--- src/rtl/serial_uart_bridge_pkg.sv ---
`default_nettype none
// ============================================================================
// Module  : serial_uart_bridge_pkg
// Brief   : Shared UART state encoding and framing constants for the
//           serial_uart_bridge slice.
// Revision: 1.0 - initial release
// ============================================================================
package serial_uart_bridge_pkg;

    // Both the TX and RX engines walk the same four frame phases.
    typedef enum logic [1:0] {
        ST_IDLE  = 2'd0,
        ST_START = 2'd1,
        ST_DATA  = 2'd2,
        ST_STOP  = 2'd3
    } uart_state_e;

    // 50 MHz system clock, 115200 baud.
    localparam int DEFAULT_CLKS_PER_BIT = 434;

    // 8N1 framing.
    localparam int UART_DATA_BITS = 8;
    localparam int UART_BIT_IDX_W = $clog2(UART_DATA_BITS);

endpackage : serial_uart_bridge_pkg
`default_nettype wire

--- src/rtl/serial_uart_bridge_if.sv ---
`default_nettype none
// ============================================================================
// Module  : serial_uart_bridge_if
// Brief   : Processor-side serial-IO handshake between data_memory and the
//           UART bridge. The processor is the master, the bridge the slave.
// Revision: 1.0 - initial release
// ============================================================================
interface serial_uart_bridge_if;

    logic [7:0] proc_tx_data;
    logic       proc_tx_wren;
    logic       proc_tx_rdy;
    logic [7:0] proc_rx_data;
    logic       proc_rx_vld;
    logic       proc_rx_rden;

    modport master (
        output proc_tx_data,
        output proc_tx_wren,
        output proc_rx_rden,
        input  proc_tx_rdy,
        input  proc_rx_data,
        input  proc_rx_vld
    );

    modport slave (
        input  proc_tx_data,
        input  proc_tx_wren,
        input  proc_rx_rden,
        output proc_tx_rdy,
        output proc_rx_data,
        output proc_rx_vld
    );

endinterface : serial_uart_bridge_if
`default_nettype wire

--- src/rtl/serial_uart_bridge_sync_fifo.sv ---
`default_nettype none
// ============================================================================
// Module  : sync_fifo
// Brief   : Single-clock show-ahead FIFO. Head data is visible the cycle
//           after it is pushed; full/valid flags are registered from the
//           next-state occupancy count.
// Revision: 1.0 - initial release
// ============================================================================
module sync_fifo #(
    parameter int WIDTH = 8,
    parameter int DEPTH = 16
) (
    input  wire logic             clock,
    input  wire logic             reset,
    input  wire logic             push_i,
    input  wire logic [WIDTH-1:0] push_data_i,
    input  wire logic             pop_i,
    output logic      [WIDTH-1:0] pop_data_o,
    output logic                  full_o,
    output logic                  valid_o
);

    localparam int AW = $clog2(DEPTH);
    localparam int CW = AW + 1;

    logic [WIDTH-1:0] mem_q [DEPTH];
    logic [AW-1:0]    wr_ptr_q, wr_ptr_d;
    logic [AW-1:0]    rd_ptr_q, rd_ptr_d;
    logic [CW-1:0]    count_q,  count_d;
    logic             full_q,   full_d;
    logic             valid_q,  valid_d;

    logic             pop_ok;
    logic             push_ok;

    // A pop on a full FIFO frees the slot the concurrent push lands in.
    assign pop_ok  = pop_i && valid_q;
    assign push_ok = push_i && (!full_q || pop_ok);

    // Pointer/count next state; pointers wrap naturally at a power-of-two depth.
    always_comb begin
        wr_ptr_d = wr_ptr_q;
        rd_ptr_d = rd_ptr_q;
        count_d  = count_q;
        if (push_ok) begin
            wr_ptr_d = wr_ptr_q + AW'(1);
        end
        if (pop_ok) begin
            rd_ptr_d = rd_ptr_q + AW'(1);
        end
        unique case ({push_ok, pop_ok})
            2'b10:   count_d = count_q + CW'(1);
            2'b01:   count_d = count_q - CW'(1);
            default: count_d = count_q;
        endcase
        full_d  = (count_d == CW'(DEPTH));
        valid_d = (count_d != '0);
    end

    // Control state register.
    always_ff @(posedge clock) begin
        if (reset) begin
            wr_ptr_q <= '0;
            rd_ptr_q <= '0;
            count_q  <= '0;
            full_q   <= 1'b0;
            valid_q  <= 1'b0;
        end else begin
            wr_ptr_q <= wr_ptr_d;
            rd_ptr_q <= rd_ptr_d;
            count_q  <= count_d;
            full_q   <= full_d;
            valid_q  <= valid_d;
        end
    end

    // Storage array; contents need no reset because the head is masked when empty.
    always_ff @(posedge clock) begin
        if (push_ok) begin
            mem_q[wr_ptr_q] <= push_data_i;
        end
    end

    assign pop_data_o = valid_q ? mem_q[rd_ptr_q] : '0;
    assign full_o     = full_q;
    assign valid_o    = valid_q;

endmodule : sync_fifo
`default_nettype wire

--- src/rtl/serial_uart_bridge.sv ---
`default_nettype none
// ============================================================================
// Module  : serial_uart_bridge
// Brief   : 8N1 UART bridge between the processor serial-IO port and the
//           board pins, with a TX FIFO feeding the serialiser and an RX FIFO
//           presenting received bytes show-ahead.
// Revision: 1.0 - initial release
// ============================================================================
module serial_uart_bridge
    import serial_uart_bridge_pkg::*;
#(
    parameter int CLKS_PER_BIT = DEFAULT_CLKS_PER_BIT,
    parameter int FIFO_DEPTH   = 16
) (
    input  wire logic        clock,
    input  wire logic        reset,
    serial_uart_bridge_if.slave proc_bus,
    input  wire logic        uart_rxd,
    output logic             uart_txd,
    output logic             rx_overrun,
    output logic             rx_frame_err
);

    localparam int                  CNT_W    = $clog2(CLKS_PER_BIT);
    localparam logic [CNT_W-1:0]    CNT_LAST = CNT_W'(CLKS_PER_BIT - 1);
    localparam logic [CNT_W-1:0]    CNT_HALF = CNT_W'(CLKS_PER_BIT / 2);
    localparam logic [UART_BIT_IDX_W-1:0] BIT_LAST = UART_BIT_IDX_W'(UART_DATA_BITS - 1);

    // ------------------------------------------------------------------
    // FIFOs
    // ------------------------------------------------------------------
    logic                      tx_pop;
    logic [UART_DATA_BITS-1:0] tx_head;
    logic                      tx_full;
    logic                      tx_valid;

    logic                      rx_push;
    logic                      rx_full;

    sync_fifo #(
        .WIDTH (UART_DATA_BITS),
        .DEPTH (FIFO_DEPTH)
    ) u_tx_fifo (
        .clock       (clock),
        .reset       (reset),
        .push_i      (proc_bus.proc_tx_wren),
        .push_data_i (proc_bus.proc_tx_data),
        .pop_i       (tx_pop),
        .pop_data_o  (tx_head),
        .full_o      (tx_full),
        .valid_o     (tx_valid)
    );

    assign proc_bus.proc_tx_rdy = !tx_full;

    logic [UART_DATA_BITS-1:0] rx_shift_q, rx_shift_d;

    sync_fifo #(
        .WIDTH (UART_DATA_BITS),
        .DEPTH (FIFO_DEPTH)
    ) u_rx_fifo (
        .clock       (clock),
        .reset       (reset),
        .push_i      (rx_push),
        .push_data_i (rx_shift_q),
        .pop_i       (proc_bus.proc_rx_rden),
        .pop_data_o  (proc_bus.proc_rx_data),
        .full_o      (rx_full),
        .valid_o     (proc_bus.proc_rx_vld)
    );

    // ------------------------------------------------------------------
    // Transmitter
    // ------------------------------------------------------------------
    uart_state_e               tx_state_q, tx_state_d;
    logic [CNT_W-1:0]          tx_cnt_q,   tx_cnt_d;
    logic [UART_BIT_IDX_W-1:0] tx_bit_q,   tx_bit_d;
    logic [UART_DATA_BITS-1:0] tx_shift_q, tx_shift_d;
    logic                      txd_q,      txd_d;

    // TX frame sequencing; a STOP that finds more data goes straight to START.
    always_comb begin
        tx_state_d = tx_state_q;
        tx_cnt_d   = tx_cnt_q;
        tx_bit_d   = tx_bit_q;
        tx_shift_d = tx_shift_q;
        txd_d      = txd_q;
        tx_pop     = 1'b0;
        unique case (tx_state_q)
            ST_IDLE: begin
                txd_d = 1'b1;
                if (tx_valid) begin
                    tx_pop     = 1'b1;
                    tx_shift_d = tx_head;
                    txd_d      = 1'b0;
                    tx_cnt_d   = '0;
                    tx_state_d = ST_START;
                end
            end
            ST_START: begin
                if (tx_cnt_q == CNT_LAST) begin
                    tx_cnt_d   = '0;
                    tx_bit_d   = '0;
                    txd_d      = tx_shift_q[0];
                    tx_state_d = ST_DATA;
                end else begin
                    tx_cnt_d = tx_cnt_q + CNT_W'(1);
                end
            end
            ST_DATA: begin
                if (tx_cnt_q == CNT_LAST) begin
                    tx_cnt_d = '0;
                    if (tx_bit_q == BIT_LAST) begin
                        txd_d      = 1'b1;
                        tx_state_d = ST_STOP;
                    end else begin
                        tx_bit_d   = tx_bit_q + UART_BIT_IDX_W'(1);
                        tx_shift_d = tx_shift_q >> 1;
                        txd_d      = tx_shift_q[1];
                    end
                end else begin
                    tx_cnt_d = tx_cnt_q + CNT_W'(1);
                end
            end
            ST_STOP: begin
                if (tx_cnt_q == CNT_LAST) begin
                    tx_cnt_d = '0;
                    if (tx_valid) begin
                        tx_pop     = 1'b1;
                        tx_shift_d = tx_head;
                        txd_d      = 1'b0;
                        tx_state_d = ST_START;
                    end else begin
                        tx_state_d = ST_IDLE;
                    end
                end else begin
                    tx_cnt_d = tx_cnt_q + CNT_W'(1);
                end
            end
            default: tx_state_d = ST_IDLE;
        endcase
    end

    // TX state register; reset aborts any frame and returns the line high.
    always_ff @(posedge clock) begin
        if (reset) begin
            tx_state_q <= ST_IDLE;
            tx_cnt_q   <= '0;
            tx_bit_q   <= '0;
            tx_shift_q <= '0;
            txd_q      <= 1'b1;
        end else begin
            tx_state_q <= tx_state_d;
            tx_cnt_q   <= tx_cnt_d;
            tx_bit_q   <= tx_bit_d;
            tx_shift_q <= tx_shift_d;
            txd_q      <= txd_d;
        end
    end

    assign uart_txd = txd_q;

    // ------------------------------------------------------------------
    // Receiver
    // ------------------------------------------------------------------
    logic                      rx_meta_q;
    logic                      rx_sync_q;
    logic                      rx_prev_q;
    uart_state_e               rx_state_q, rx_state_d;
    logic [CNT_W-1:0]          rx_cnt_q,   rx_cnt_d;
    logic [UART_BIT_IDX_W-1:0] rx_bit_q,   rx_bit_d;
    logic                      overrun_q,  overrun_d;
    logic                      frame_q,    frame_d;

    // Two-flop synchroniser plus one delayed copy for falling-edge detection.
    always_ff @(posedge clock) begin
        if (reset) begin
            rx_meta_q <= 1'b1;
            rx_sync_q <= 1'b1;
            rx_prev_q <= 1'b1;
        end else begin
            rx_meta_q <= uart_rxd;
            rx_sync_q <= rx_meta_q;
            rx_prev_q <= rx_sync_q;
        end
    end

    // RX frame sequencing; data and stop are sampled a whole bit after the start midpoint.
    always_comb begin
        rx_state_d = rx_state_q;
        rx_cnt_d   = rx_cnt_q;
        rx_bit_d   = rx_bit_q;
        rx_shift_d = rx_shift_q;
        overrun_d  = overrun_q;
        frame_d    = frame_q;
        rx_push    = 1'b0;
        unique case (rx_state_q)
            ST_IDLE: begin
                if (rx_prev_q && !rx_sync_q) begin
                    rx_cnt_d   = '0;
                    rx_state_d = ST_START;
                end
            end
            ST_START: begin
                if (rx_cnt_q == CNT_HALF) begin
                    rx_cnt_d = '0;
                    rx_bit_d = '0;
                    // A line already back high at mid-start was only a glitch.
                    rx_state_d = rx_sync_q ? ST_IDLE : ST_DATA;
                end else begin
                    rx_cnt_d = rx_cnt_q + CNT_W'(1);
                end
            end
            ST_DATA: begin
                if (rx_cnt_q == CNT_LAST) begin
                    rx_cnt_d   = '0;
                    rx_shift_d = {rx_sync_q, rx_shift_q[UART_DATA_BITS-1:1]};
                    if (rx_bit_q == BIT_LAST) begin
                        rx_state_d = ST_STOP;
                    end else begin
                        rx_bit_d = rx_bit_q + UART_BIT_IDX_W'(1);
                    end
                end else begin
                    rx_cnt_d = rx_cnt_q + CNT_W'(1);
                end
            end
            ST_STOP: begin
                if (rx_cnt_q == CNT_LAST) begin
                    rx_cnt_d   = '0;
                    rx_state_d = ST_IDLE;
                    if (rx_sync_q) begin
                        // A same-cycle processor pop makes room for this byte.
                        rx_push = 1'b1;
                        if (rx_full && !proc_bus.proc_rx_rden) begin
                            overrun_d = 1'b1;
                        end
                    end else begin
                        frame_d = 1'b1;
                    end
                end else begin
                    rx_cnt_d = rx_cnt_q + CNT_W'(1);
                end
            end
            default: rx_state_d = ST_IDLE;
        endcase
    end

    // RX state register; error flags are sticky until reset.
    always_ff @(posedge clock) begin
        if (reset) begin
            rx_state_q <= ST_IDLE;
            rx_cnt_q   <= '0;
            rx_bit_q   <= '0;
            rx_shift_q <= '0;
            overrun_q  <= 1'b0;
            frame_q    <= 1'b0;
        end else begin
            rx_state_q <= rx_state_d;
            rx_cnt_q   <= rx_cnt_d;
            rx_bit_q   <= rx_bit_d;
            rx_shift_q <= rx_shift_d;
            overrun_q  <= overrun_d;
            frame_q    <= frame_d;
        end
    end

    assign rx_overrun   = overrun_q;
    assign rx_frame_err = frame_q;

endmodule : serial_uart_bridge
`default_nettype wire

--- src/flat_wrapper.sv ---
// flat-port wrapper written by rule: the top's interface ports become plain ports
module serial_uart_bridge_flat import serial_uart_bridge_pkg::*;
#(
    parameter int CLKS_PER_BIT = DEFAULT_CLKS_PER_BIT,
    parameter int FIFO_DEPTH   = 16
)
  (clock, reset, uart_rxd, uart_txd, rx_overrun, rx_frame_err, proc_bus_proc_tx_data, proc_bus_proc_tx_wren, proc_bus_proc_rx_rden, proc_bus_proc_tx_rdy, proc_bus_proc_rx_data, proc_bus_proc_rx_vld);
  serial_uart_bridge_if proc_bus_i ();
  input  wire logic clock;
  input  wire logic reset;
  input  wire logic uart_rxd;
  output logic uart_txd;
  output logic rx_overrun;
  output logic rx_frame_err;
  input wire logic [$bits(proc_bus_i.proc_tx_data)-1:0] proc_bus_proc_tx_data;
  input wire logic [$bits(proc_bus_i.proc_tx_wren)-1:0] proc_bus_proc_tx_wren;
  input wire logic [$bits(proc_bus_i.proc_rx_rden)-1:0] proc_bus_proc_rx_rden;
  output wire logic [$bits(proc_bus_i.proc_tx_rdy)-1:0] proc_bus_proc_tx_rdy;
  output wire logic [$bits(proc_bus_i.proc_rx_data)-1:0] proc_bus_proc_rx_data;
  output wire logic [$bits(proc_bus_i.proc_rx_vld)-1:0] proc_bus_proc_rx_vld;
  assign proc_bus_i.proc_tx_data = proc_bus_proc_tx_data;
  assign proc_bus_i.proc_tx_wren = proc_bus_proc_tx_wren;
  assign proc_bus_i.proc_rx_rden = proc_bus_proc_rx_rden;
  assign proc_bus_proc_tx_rdy = proc_bus_i.proc_tx_rdy;
  assign proc_bus_proc_rx_data = proc_bus_i.proc_rx_data;
  assign proc_bus_proc_rx_vld = proc_bus_i.proc_rx_vld;
  serial_uart_bridge #(.CLKS_PER_BIT(CLKS_PER_BIT), .FIFO_DEPTH(FIFO_DEPTH)) u_core (.clock(clock), .reset(reset), .proc_bus(proc_bus_i), .uart_rxd(uart_rxd), .uart_txd(uart_txd), .rx_overrun(rx_overrun), .rx_frame_err(rx_frame_err));
endmodule
--- config.mk ---
export PLATFORM = sky130hd
export DESIGN_NAME = serial_uart_bridge_flat
export DESIGN_NICKNAME = d
export VERILOG_FILES = /design/src/rtl/serial_uart_bridge_pkg.sv /design/src/rtl/serial_uart_bridge_if.sv /design/src/rtl/serial_uart_bridge_sync_fifo.sv /design/src/rtl/serial_uart_bridge.sv /design/src/flat_wrapper.sv
export SDC_FILE = /design/constraint.sdc
export NUM_CORES = 1
export LEC_CHECK = 0
export CORE_UTILIZATION = 33
export CTS_BUF_LIST = sky130_fd_sc_hd__clkbuf_8
export DETAILED_ROUTE_END_ITERATION = 10
export PLACE_DENSITY = 0.48
export SKIP_CTS_REPAIR_TIMING = 1
export SYNTH_ARGS = -nofsm -noshare
export SYNTH_HDL_FRONTEND = slang
export SYNTH_SLANG_ARGS = --single-unit
--- constraint.sdc ---
create_clock -name clock -period 3.8 [get_ports clock]
set_input_delay 0.95 -clock clock [delete_from_list [all_inputs] [get_ports clock]]
set_output_delay 0.95 -clock clock [all_outputs]
set_load 0.1 [all_outputs]
Word level (Yosys, flattened, before mapping)
Memory sizes are Yosys's and may differ from the RTL's. A register that Yosys moved wholly into a read port is not among the register bits.
Cells that the tools add are included.
Operators by class
  reduce and logical (&&, ||, !) cells: 30
  $lt $le $gt $ge: 0
  multiplexer cells: 58
  bitwise logic cells: 1
  shift operators: 0
  $add $sub $neg: 12
  eq/ne operators: 30
  divide/modulo/power cells: 0
  multipliers: 0
Operator list (number)
  $mux W9: 5
  $mux W8: 5
  $pmux W9 S3: 1
  $pmux W8 S3: 1
  $mux W2: 11
  $pmux W5 S2: 2
  $reduce_and A4 Y1: 5
  $add A9 B1 Y9 const B: 2
  $eq A9 B9 Y1 const B: 2
  $mux W3: 6
  $ne A2 B1 Y1 const B: 9
  $pmux W9 S2: 1
  $add A4 B1 Y4 const B: 4
  $mux W1: 16
  $mux W4: 4
  $pmux W2 S4: 2
  $eq A2 B2 Y1 const B: 6
  $pmux W3 S2: 2
  $add A5 B1 Y5 const B: 2
  $eq A5 B5 Y1 const B: 2
  $reduce_and A5 Y1: 2
  $reduce_bool A5 Y1: 2
  $sub A5 B1 Y5 const B: 2
  $eq A9 B8 Y1 const B: 1
  other kinds (17): 36
Storage, ports and cells
  bits in latches: 0
  logic and storage cells: 157
  output and inout port bits: 13
  register bits after elaboration: 80
  bits of input ports: 13
  ROM bits: 0
  memory bits (writable): 256
  memories kept: 2
Memories
  u_core.u_rx_fifo.mem_q: depth 16, bits a word 8, read ports 1, clocked after Yosys merged registers in 1, wr ports 1, RTL line serial_uart_bridge_sync_fifo.sv:26  | logic [WIDTH-1:0] mem_q [DEPTH];
  u_core.u_tx_fifo.mem_q: depth 16, bits a word 8, read ports 1, clocked after Yosys merged registers in 1, wr ports 1, RTL line serial_uart_bridge_sync_fifo.sv:26

Logic depth before layout (Yosys ltp)
  depth in word-level cells: 9
  mapped depth: 16
  mapped depth without buffers: 14

Modules after synthesis
A second synthesis with hierarchy kept.
Unflattened totals
  cell total of the unflattened synthesis: 937
  area, all modules: 14570.2 µm²
Modules (own cells, without submodules)
  sync_fifo at u_core.u_rx_fifo: times used 1, seq. area each 4224.1 µm², area each 5903.2 µm², cells each 304
  sync_fifo at u_core.u_tx_fifo: times used 1, seq. area each 4224.1 µm², area each 5855.6 µm², cells each 309
  serial_uart_bridge: times used 1, seq. area each 1001.0 µm², area each 2811.4 µm², cells each 324

Least setup slack after synthesis
No wires, ideal clock.
  path type: register to register
  start: register u_core.u_rx_fifo.valid_q, in the netlist u_core.u_rx_fifo.valid_o
  end: register u_core.u_rx_fifo.full_q, in the netlist u_core.u_rx_fifo.full_o
  buffers on the path: 1
  clock period less this slack: 3.533 ns
  setup time: 0.095 ns
  cell stages (with the launch flop): 13
  setup slack: 0.267 ns
  arrival: 3.437 ns
  path through: dfxtp_1 -> nand2_1 -> a21oi_1 -> and2_1 -> buf_2 -> inv_1 -> ha_1 -> ha_1 -> nor2b_1 -> o21ai_1 -> a21oi_1 -> or4_1 -> a221oi_1
On the way
  longest elaborated chain between the ends: 6
  elaborated cells on any way between the ends: 7
  those cells by class: 3 x eq/ne; 1 x mux; 3 x reduce/logical
Ends and longest elaborated chain
  from (decl): RTL line serial_uart_bridge_sync_fifo.sv:31  | logic valid_q, valid_d;
  from (signal assigned): RTL line serial_uart_bridge_sync_fifo.sv:73  | valid_q <= valid_d;
  $logic_and A1 B1 Y1 (*): RTL line serial_uart_bridge_sync_fifo.sv:37  | assign pop_ok = pop_i && valid_q;
  $logic_or A1 B1 Y1: RTL line serial_uart_bridge_sync_fifo.sv:38  | assign push_ok = push_i && (!full_q || pop_ok);
  $logic_and A1 B1 Y1: RTL line serial_uart_bridge_sync_fifo.sv:38
  $eq A2 B1 Y1 / $eq A2 B2 Y1 (equally long branches): RTL line serial_uart_bridge_sync_fifo.sv:51  | unique case ({push_ok, pop_ok})
  $pmux W5 S2 (*): RTL line serial_uart_bridge_sync_fifo.sv:51
  $eq A5 B5 Y1 (*): RTL line serial_uart_bridge_sync_fifo.sv:56  | full_d = (count_d == CW'(DEPTH));
  to (signal assigned): RTL line serial_uart_bridge_sync_fifo.sv:72  | full_q <= full_d;
  to (decl): RTL line serial_uart_bridge_sync_fifo.sv:30  | logic full_q, full_d;
Every way passes the cells marked *; elsewhere a longest branch is shown, timed or not.
A chain may end at the register's enable or synchronous reset.

==> run summary <==
======================================================================================================
Run status                                                                                finished, final reports clean
Router iterations before antenna repair                                                              6
Clock tree root driver cell                                                               sky130_fd_sc_hd__clkbuf_8
Hold violation total from the final report                                                           0
H-tree depth                                                                                         2
Most common library cell in the layout ignoring fill and taps                             sky130_fd_sc_hd__edfxtp_1
Number of distinct library cell variants in the gate-level netlist after synthesis                  66
Synthesized area per cell                                                                    15.8 um^2
Peak supply drop                                                                              0.268 mV
Final Wtd Congestion                                                                             0.743
Number of buffer cells added on primary ports                                                       25
Global-route wire length before repair                                                         45.1 mm
Chip Height                                                                                     209 um
Netlist area before placement                                                              14,200 um^2
Final-layout fill cell count                                                                     3,858
Met3 wire len                                                                                  1.50 mm
Upper clock frequency limit                                                                    274 MHz
Clock sinks                                                                                        344
Via count of the first global-routing pass                                                       7,857
Share of cells above drive strength 1                                                            0.222
Worst R2R Setup Slack                                                                          0.56 ns
Class of the most critical hold timing path                                                 reg -> reg
Worst reg2reg path startpoint                                                             u_core.tx_state_q[0]
Worst-case reg-to-reg path depth                                                                    13
Total leakage power                                                                            5.48 nW
Final Max Slew Viols                                                                                 0
Sequential cell area fraction in the yosys report                                                0.666
Min Tclk post-route                                                                            3.65 ns
Via density per instance                                                                          4.87
Cell type with the highest aggregate area in the netlist                                  sky130_fd_sc_hd__edfxtp_1
Worst slew slack as a fraction of its limit                                                      0.354
Total routed wirelength                                                                        28.5 mm
Period utilization                                                                               0.962
Synthesis warning total                                                                              0
All-layer global routing usage                                                                   0.134
Detailed-routing wirelength on met1                                                            13.1 mm
Avg WL per Cell                                                                                18.1 um
Areal power density over the cells                                                         540 nW/um^2
Number of design-rule violations left by the first detailed-router iteration                       373
Met2 Routed Length                                                                             13.2 mm
# DRC                                                                                                0
Post-layout utilization of the core                                                              0.393
Signal arrival time at the worst endpoint                                                      2.70 ns
Final-report setup violation count                                                                   0
Largest fanout on the critical path                                                                 32
Placed inst area                                                                           15,300 um^2
Number of vias in the routed layout                                                              7,666
Required time of the critical path                                                             2.85 ns
Horiz. Die Dim                                                                                  209 um
Area share of the largest cell type after synthesis                                              0.542
Setup Crit Path Kind                                                                        reg -> out
Endpoint of the worst hold-timing path                                                    u_core.rx_sync_q
Worst clock skew on the final layout                                                         0.0221 ns
Number of antenna violations at the first check in global routing                                    0
Net total in the final layout                                                                    1,031
Number of buffers on the longest clock path                                                          3
Leftover overflow at the end of global routing                                                       0
Placement Rows                                                                                      75
Post-route design area                                                                     16,600 um^2
Number of buffers inserted during clock tree synthesis                                              57
Sequential standard cell area                                                                9450 um^2
Unrepaired setup endpoints after global routing                                                     no
Top-Level Pins                                                                                      26
Starting utilization of the core area                                                            0.337
Leading register cell type out of synthesis                                               sky130_fd_sc_hd__edfxtp_1
Synthesis-stage register bit count                                                                 344
Number of synthesized flops with an enable pin                                                     256
Number of cells after detailed placement                                                         1,466
Capture instance of the worst register-to-register path                                   u_core.u_tx_fifo.full_o
Number of antenna-violating nets in the routed design                                                0
Worst Min Path Start                                                                      u_core.rx_meta_q
Max-cap violation count                                                                              0
Highest-count cells in the layout ignoring fill and taps                                  sky130_fd_sc_hd__edfxtp_1 (256), sky130_fd_sc_hd__dfxtp_1 (86), sky130_fd_sc_hd__nor2_1 (82)
Crit end category                                                                           output pin
Clock network latency to the later pin of the worst-skew pair                                  0.63 ns
TritonCTS clock tree                                                                             built
Area of the multi-input gates                                                                4400 um^2
Worst hold path cell count                                                                           1
Pin slew with the least headroom to its limit                                                 0.966 ns
Share of flip-flops with an asynchronous set or reset                                                0
Area overhead of the layout relative to synthesis                                                16.7%
Largest cells by area after synthesis                                                     sky130_fd_sc_hd__edfxtp_1 (54%), sky130_fd_sc_hd__dfxtp_1 (12%), sky130_fd_sc_hd__mux4_2 (12%)
Clock transition at the register clock pins on the worst setup and hold paths after CTS        0.06 ns
Crit path launch type                                                                             flop
Post-Synthesis Net Count                                                                           941
Topmost layer with routed signal wires                                                            met4
Final non-filler cell total                                                                      1,574
Maximum number of pins on one net before global-route repair                                        71
HPWL Detailed                                                                                  18.2 mm
Area enclosed by the die boundary                                                          43,800 um^2
Gate Count Post-Synth                                                                              896
Core area                                                                                  42,100 um^2
Number of diodes added for antenna fixing                                                            0
======================================================================================================
[how the worst max path moves through the flow]
stage                                     endpoint  cells after the start
final                     proc_bus_proc_rx_data[5]                      5
after global routing      proc_bus_proc_rx_data[5]                      5
after CTS                 proc_bus_proc_rx_data[4]                      5
after detailed placement   u_core.u_rx_fifo.full_o                     13
after global placement     u_core.u_rx_fifo.full_o                     13
after floorplan            u_core.u_rx_fifo.full_o                     12
[worst max-delay path, cell delays in order (launching register included)]
cell and delay (ns):
sky130_fd_sc_hd__dfxtp_2 0.34, sky130_fd_sc_hd__buf_12 0.26, sky130_fd_sc_hd__mux4_2 0.56, sky130_fd_sc_hd__mux4_2 0.50, sky130_fd_sc_hd__and2_1 0.21, sky130_fd_sc_hd__buf_12 0.17
[Yosys cell counts, drive strengths merged (15+ instances only)]
cell type	count
nor2	82
mux4	74
ha	31
nor3	17
nand2	26
a211oi	20
a21oi	37
edfxtp	256
mux2i	22
clkbuf	17
o21ai	16
xnor2	15
inv	30
dfxtp	88
buf	23
[power breakdown]
group	switching, W	leakage, nW	internal, W
Sequential	0.000165	3.06	0.00418
Combinational	0.000674	1.76	0.000544
Clock	0.00148	0.658	0.00189
[registers in the layout, summed over array words and instances, names as in the netlist, 2 cells and up, named ones only]
name	cells
u_core.u_rx_fifo.mem_q	128
u_core.u_tx_fifo.mem_q	128
u_core.rx_cnt_q	9
u_core.tx_cnt_q	9
u_core.rx_shift_q	8
u_core.tx_shift_q	8
u_core.u_rx_fifo.count_q	5
u_core.u_tx_fifo.count_q	5
u_core.u_rx_fifo.rd_ptr_q	4
u_core.u_rx_fifo.wr_ptr_q	4
u_core.u_tx_fifo.rd_ptr_q	4
u_core.u_tx_fifo.wr_ptr_q	4
u_core.rx_bit_q	3
u_core.tx_bit_q	3
u_core.tx_state_q	2
[per-stage QoR]
| stage | hold WS [ns] | worst slack [ns] | total power [W] | TNS [ns] |
|---|---|---|---|---|
| CTS | 0.408 | 0.0421 | 0.00911 | 0 |
| detailed placement | 0.393 | -0.0175 | 0.00566 | -0.0175 |
| global route | 0.430 | 0.00855 | 0.00940 | 0 |
| global placement | 0.394 | 0.0557 | 0.00566 | 0 |
| finish | 0.407 | 0.146 | 0.00894 | 0 |
| floorplan | 0.389 | 0.267 | 0.00533 | 0 |
[per-layer routing]
layer / global-route usage / vias up
met5: 0 / -
met4: 0.0449 / 0
met3: 0.0316 / 55
met2: 0.215 / 134
met1: 0.178 / 3826
li1: - / 3651
[logic make-up after synthesis]
kind of cell | count (synthesis) | synth area share
mux | 97 | 0.134
buf+inv | 72 | 0.0240
xor+xnor | 25 | 0.0154
compound gates | 108 | 0.0524
fa+ha+maj | 32 | 0.0288
flops | 344 | 0.666
simple gates | 218 | 0.0796
[final cells by class]
| cell class | count | share of cell area |
|---|---|---|
| Sequential cell | 344 | 0.571 |
| Multi-Input combinational cell | 480 | 0.266 |
| Timing Repair Buffer | 71 | 0.0419 |
| Clock buffer | 64 | 0.0532 |
| Clock inverter | 44 | 0.0201 |
| Tap cell | 539 | 0.0407 |
| Inverter | 32 | 0.00726 |
(Power assumes the default switching activity.)
